`src/rtl/lifo_stack.sv`:
```
// -----------------------------------------------------------------------------
// lifo_stack
//
// Hardware LIFO stack for the multicycle stack processor. The core pushes
// operands/results and pops operands; popped words are registered and appear
// on data_out on the same edge that performs the pop.
//
// Parameters
//   WIDTH  data word width in bits
//   DEPTH  number of entries (power of two, >= 2)
//
// Ports
//   clk        in   1        system clock, rising edge
//   resetN     in   1        asynchronous, active-low reset
//   push       in   1        write data_in onto top of stack this edge
//   pop        in   1        remove top of stack this edge, word to data_out
//   data_in    in   WIDTH    word to push
//   data_out   out  WIDTH    last popped word (registered)
//   full       out  1        count == DEPTH
//   empty      out  1        count == 0
//   count      out  AW+1     number of valid entries, 0..DEPTH
//   overflow   out  1        sticky: a push was refused while full
//   underflow  out  1        sticky: a pop was refused while empty
// -----------------------------------------------------------------------------
module lifo_stack #(
    parameter int WIDTH = 8,
    parameter int DEPTH = 16
) (
    input  logic                       clk,
    input  logic                       resetN,
    input  logic                       push,
    input  logic                       pop,
    input  logic [WIDTH-1:0]           data_in,
    output logic [WIDTH-1:0]           data_out,
    output logic                       full,
    output logic                       empty,
    output logic [$clog2(DEPTH):0]     count,
    output logic                       overflow,
    output logic                       underflow
);

    localparam int AW = $clog2(DEPTH);
    localparam logic [AW:0] SP_FULL  = (AW+1)'(DEPTH);
    localparam logic [AW:0] SP_EMPTY = '0;

    // Stack pointer doubles as the occupancy count; entries live in
    // mem[0..sp-1] with the top of stack at mem[sp-1].
    logic [AW:0]      sp;
    logic [WIDTH-1:0] mem [0:DEPTH-1];

    logic             is_full;
    logic             is_empty;
    logic [AW-1:0]    top_idx;
    logic [AW-1:0]    next_idx;

    // Decoded operation for this edge.
    logic             replace_top;
    logic             push_ok;
    logic             pop_ok;
    logic             sp_inc;
    logic             sp_dec;
    logic             set_overflow;
    logic             set_underflow;
    logic             wr_en;
    logic [AW-1:0]    wr_addr;

    // Status decodes come from the registered pointer only, so no input
    // has a combinational path to an output.
    assign is_full  = (sp == SP_FULL);
    assign is_empty = (sp == SP_EMPTY);

    // When sp == DEPTH the low AW bits are zero, so subtracting one wraps to
    // DEPTH-1, which is exactly the top entry. When empty, top_idx is unused.
    assign top_idx  = sp[AW-1:0] - 1'b1;
    assign next_idx = sp[AW-1:0];

    always_comb begin
        replace_top   = 1'b0;
        push_ok       = 1'b0;
        pop_ok        = 1'b0;
        sp_inc        = 1'b0;
        sp_dec        = 1'b0;
        set_overflow  = 1'b0;
        set_underflow = 1'b0;
        wr_en         = 1'b0;
        wr_addr       = next_idx;

        unique case ({push, pop})
            2'b10: begin
                if (is_full) begin
                    set_overflow = 1'b1;
                end else begin
                    push_ok = 1'b1;
                    sp_inc  = 1'b1;
                end
            end
            2'b01: begin
                if (is_empty) begin
                    set_underflow = 1'b1;
                end else begin
                    pop_ok = 1'b1;
                    sp_dec = 1'b1;
                end
            end
            2'b11: begin
                if (is_empty) begin
                    // Nothing to pop: the push still goes ahead as a plain push.
                    set_underflow = 1'b1;
                    push_ok       = 1'b1;
                    sp_inc        = 1'b1;
                end else begin
                    // Replace-top: read the old top and overwrite it in the
                    // same edge; depth is unchanged, so full is no obstacle.
                    replace_top = 1'b1;
                    pop_ok      = 1'b1;
                end
            end
            default: ;
        endcase

        if (replace_top) begin
            wr_en   = 1'b1;
            wr_addr = top_idx;
        end else if (push_ok) begin
            wr_en   = 1'b1;
            wr_addr = next_idx;
        end
    end

    // Control state: pointer, popped-word register and sticky error flags.
    always_ff @(posedge clk or negedge resetN) begin
        if (!resetN) begin
            sp        <= '0;
            data_out  <= '0;
            overflow  <= 1'b0;
            underflow <= 1'b0;
        end else begin
            if (sp_inc) begin
                sp <= sp + 1'b1;
            end else if (sp_dec) begin
                sp <= sp - 1'b1;
            end

            // Reads the pre-edge contents, so replace-top returns the old top.
            if (pop_ok) begin
                data_out <= mem[top_idx];
            end

            if (set_overflow) begin
                overflow <= 1'b1;
            end
            if (set_underflow) begin
                underflow <= 1'b1;
            end
        end
    end

    // Storage array is deliberately not reset; its contents are don't-care
    // until written. Writes are qualified by resetN so an operation in flight
    // during reset leaves no trace.
    always_ff @(posedge clk) begin
        if (wr_en && resetN) begin
            mem[wr_addr] <= data_in;
        end
    end

    assign full  = is_full;
    assign empty = is_empty;
    assign count = sp;

endmodule
```
`config.mk`:
```
export PLATFORM = sky130hd
export DESIGN_NAME = lifo_stack
export DESIGN_NICKNAME = d
export VERILOG_FILES = /design/src/rtl/lifo_stack.sv
export SDC_FILE = /design/constraint.sdc
export NUM_CORES = 1
export LEC_CHECK = 0
export ABC_AREA = 1
export BUFFER_PORTS_ARGS = -buffer_cell sky130_fd_sc_hd__buf_2
export CAP_MARGIN = 20
export CORE_MARGIN = 3
export CORE_UTILIZATION = 28
export DETAILED_ROUTE_END_ITERATION = 12
export GPL_ROUTABILITY_DRIVEN = 1
export PLACE_DENSITY_LB_ADDON = 0.1
export SETUP_SLACK_MARGIN = 0.02
export SLEW_MARGIN = 20
export SYNTH_ARGS = -nofsm -noshare
export SYNTH_HDL_FRONTEND = slang
export SYNTH_SLANG_ARGS = --single-unit
```
`constraint.sdc`:
```
create_clock -name clk -period 3.95 [get_ports clk]
set_input_delay 1.185 -clock clk [delete_from_list [all_inputs] [get_ports clk]]
set_output_delay 1.185 -clock clk [all_outputs]
set_load 0.02 [all_outputs]
```
==> Word-level counts from Yosys, hierarchy flattened <==
Memory sizes are Yosys's and may differ from the RTL's. A register that Yosys moved wholly into a read port is not among the register bits.
Index checks and enable logic that the tools add are counted.
{ "word_totals": {"memories": 1, "out_inout_bits": 17, "word_cells": 33, "register_bits": 7, "input_bits": 12, "ram_bits": 128} }
{ "op_classes": {"n_eq_ne": 4, "n_reduce_logical": 5, "n_mux": 17, "addsub": 3} }
{ "memory_table": {"columns": ["name", "words", "word_bits", "read_ports", "rd_clocked_by_memory_dff", "wr", "line", "text"], "rows": [
  ["mem", 16, 8, 1, 1, 1, "49", "logic [WIDTH-1:0] mem [0:DEPTH-1];"]
]} }
{ "ops": {"columns": ["operator", "n"], "rows": [
  ["1-bit 2-to-1 mux", 13],
  ["5-bit 2-to-1 mux", 2],
  ["5-bit by 1-bit adder with 5-bit output (second input constant)", 1],
  ["5-bit == test (second input constant)", 1],
  ["5-bit logical NOT", 1],
  ["5-bit by 1-bit subtractor with 5-bit output (second input constant)", 1],
  ["2-bit == test (second input constant)", 2],
  ["4-bit 2-to-1 mux", 1],
  ["4-bit by 1-bit subtractor with 4-bit output (second input constant)", 1],
  ["2-bit by 1-bit == test with 1-bit output (second input constant)", 1],
  ["1-bit one-hot mux with 2 select lines", 1],
  ["2-bit nonzero test", 1],
  ["2-bit OR reduction", 1],
  ["1-bit logical AND", 1],
  ["1-bit logical NOT", 1]
]} }

==> Logic depth before layout (Yosys ltp) <==
{ "logic_depth": {"ltp_word": 8, "ltp_mapped": 17, "depth_no_buf": 14} }

==> Worst setup path before layout <==
OpenSTA, ideal clock, no wires.
{ "synth_timing": {"path_type": "reg-to-reg", "startpoint": "reg sp[0] (netlist: count[0])", "endpoint": "mem mem[10][0], enable pin", "path_slack_ns": 0.884, "stages_incl_launch_ff": 13, "arrival_time_ns": 2.683, "setup_ns": 0.383, "required_ns": 3.567, "synth_period_minus_slack_ns": 3.066, "path_buffers": 5, "path_cell_list": "dfrtp_1 buf_2 inv_2 buf_4 buf_2 ha_1 buf_2 inv_1 buf_2 nand3_1 nand2_1 nand2_1 nor3_1"} }
{ "synth_between": {"word_cells_on_any_way": 14, "cone_classes": "1 x add/sub; 1 x eq/ne; 10 x mux; 2 x reduce/logical"} }
{ "synth_lines": {"columns": ["element", "line", "text"], "rows": [
  ["from (decl)", "48", "logic [AW:0] sp;"],
  ["from (signal assigned)", "139", "sp <= sp + 1'b1;"],
  ["from (signal assigned)", "141", "sp <= sp - 1'b1;"],
  ["4-bit by 1-bit subtractor with 4-bit output", "74", "assign top_idx = sp[AW-1:0] - 1'b1;"],
  ["named net top_idx[0]", "53", "logic [AW-1:0] top_idx;"],
  ["4-bit 2-to-1 mux", "121", "if (replace_top) begin"],
  ["to (decl)", "49", null]
]} }
The timed path passes the listed nets, and every way through them passes these cells.

==> Final worst setup path <==
{ "layout_timing": {"startpoint": "reg sp[1] (netlist: count[1])", "endpoint": "out empty"} }
{ "layout_between": {"elab_chain_cells": 1} }
{ "layout_lines": {"columns": ["element", "line", "text"], "rows": [
  ["5-bit logical NOT", "70", "assign is_empty = (sp == SP_EMPTY);"],
  ["to (decl)", "36", "output logic empty,"]
]} }
No other way between the ends.

==> impl_metrics.ini <==
[worst_setup_path]
required_ns = 2.76
worstSetupEndpointType = output pin
cp_max_fo = 10
cp-start-kind = register
crit_arrival_ns = 1.77
crit_type = reg -> out
crit_start = count[1]
r2r-start = count[1]

[final_layout]
n_antenna_cell = 0
instances_no_fill = 1032
final_core_util = 0.338
syn_to_final_growth_pct = 17.8
fill_cells = 2328
final_net_count = 724
final_area_um2 = 7690
layout-drive-gt1-share = 0.128

[timing]
min_period_over_period = 0.747
rsz0062_at_grt = no
fin_setup_tns_ns = 0
whs_ns = 0.468
slew_violations = 0
relSlewSlack = 0.429
setup_viol = 0
finalHoldViolations = 0
worst_pin_slew_ns = 0.852
fin_ws_ns = 0.998
period_minus_slack_ns = 2.95
finClkSkew_ns = 0.00603
max_freq_mhz = 339

[hold_path]
hold_class = reg -> reg
hold_path_startpoint = overflow

[synth]
synth.most_common_cell = nand2_1
yosys-top-cells-area = edfxtp_1 (59%), nand2_1 (13%), nand3_1 (8.4%)
ys_seq_area_frac = 0.646
synthCells = 665
postSynthAreaPerCell_um2 = 9.82
ys_warn_count = 0
async_reset_ff_frac = 0.105
syn-cell-area_um2 = 6530
synth_area_leader_cell = edfxtp_1
ys_ff_latch = 143
synth_fp_nets = 683
synth_commonest_cells = nand2_1 (229), edfxtp_1 (128), nand3_1 (109), inv_1 (107), nor3_1 (16)
synth_edf_count = 128
synthFlopType = edfxtp_1
ys_types = 31
synth_top_area_frac = 0.589

[routing]
routedWlPerCell_um = 16.4
num_vias = 4492
antenna_left = 0
drt_iter0_drc = 332
dr.pass1.iters = 4
wirelength_mm = 16.9
drc = 0
routed_via_density = 4.35

[run_status]
status = completed

[pwr]
power.density_nw_per_um2 = 789
p_leak_nw = 3.36
irDropWorstVdd_mv = 0.270
power_mw = 6.07

[grt]
antenna_found_initial = 0
grt_start_max_net_pins = 71
grt-ovfl-total = 0
grt_pass1_wl_mm = 26.6
track_usage = 0.144
grt_pass1_vias = 4543

[die]
fp.dieH_um = 159
core_area_um2 = 22800
die_area_um2 = 25200
start_util = 0.287
ios = 29
die_w_um = 159
rows = 55

[clock_network]
cts_hold_buf = 0
cts_tree = yes
htreeDepth = 4
cts_root_buf = clkbuf_16
cts_setup_buffers = 0
cts_resized = 0
cts.sinks = 143
cts_max_path_buffers = 2
clkLatencyLatePin_ns = 0.42
clk_pin_slew_worst_paths_ns = 0.06
cts_made_buffers = 17

[place]
place_congestion = 0.798
dpl-instance-area_um2 = 7080
preCtsSetupSlack_ns = 0.785
dp.cells = 1000
io_buffers = 28
dp_hpwl_mm = 11.3

[flow_run]
max-cap-violations = 0
==> cell families after synthesis <==
kind of cell               synth area share
and+or+nand+nor                       0.241
buffers and inverters                0.0826
DFF                                   0.646
adders and majority gates            0.0127
AOI/OAI and AO/OA                   0.00997
xor gates and xnor gates            0.00767
==> final timing paths <==
path / cells after the start / slack [ns] / end
min reg2reg: 1 / 0.47 / overflow
min in group asynchronous: 1 / 0.67 / count[3]
max: 5 / 1.0 / empty
min: 1 / 0.47 / overflow
max reg2reg: 8 / 1.19 / mem[0][7]
max in group asynchronous: 1 / 2.99 / count[0]
==> layer usage <==
layer | share of wire | up-vias | GRT usage
li1 | - | 2239 | -
met1 | 0.49 | 2144 | 0.205
met2 | 0.45 | 94 | 0.221
met3 | 0.041 | 15 | 0.0310
met4 | 0.015 | 0 | 0.0438
met5 | 0 | - | 0
==> registers in the layout, summed over array words and instances (netlist names) <==
register,count
mem,128
data_out,8
count,5
overflow,1
underflow,1
==> report_power, final <==
group | internal, mW | total [mW] | switching [mW]
Combinational | 0.741 | 2.55 | 1.81
Sequential | 1.78 | 1.87 | 0.0898
Clock | 1.01 | 1.65 | 0.646
Total | 3.52 | 6.07 | 2.55
==> cells in the final DEF, fill, tap and decap left out, types with 2 or more instances in the layout <==
master,instances
nand4_1,2
dfrtp_1,14
inv_1,107
a21oi_1,3
buf_4,21
nand2_2,2
nand2_1,229
nor3_1,16
bufinv_16,3
edfxtp_1,128
ha_1,5
nor2_1,4
nand3_1,109
inv_6,7
clkbuf_16,17
o21ai_0,2
o21ai_1,3
buf_2,28
clkinv_2,2
==> layout make-up <==
type / instances / area, um2 / area share
well taps: 313 / 392 / 0.0509
clock buffers: 18 / 429 / 0.0558
repair buffers: 49 / 298 / 0.0387
flip-flops and latches: 143 / 4220 / 0.549
clock inverters: 14 / 178 / 0.0231
inverters: 108 / 405 / 0.0527
multi-input cells: 387 / 1770 / 0.230
==> worst max-delay path: stages, from the launching register on <==
cell	delay, ns
dfrtp_1	0.48
inv_1	0.20
ha_1	0.27
nand3_4	0.17
inv_1	0.09
buf_2	0.16
No activity file was read; power rests on OpenSTA's default activity.
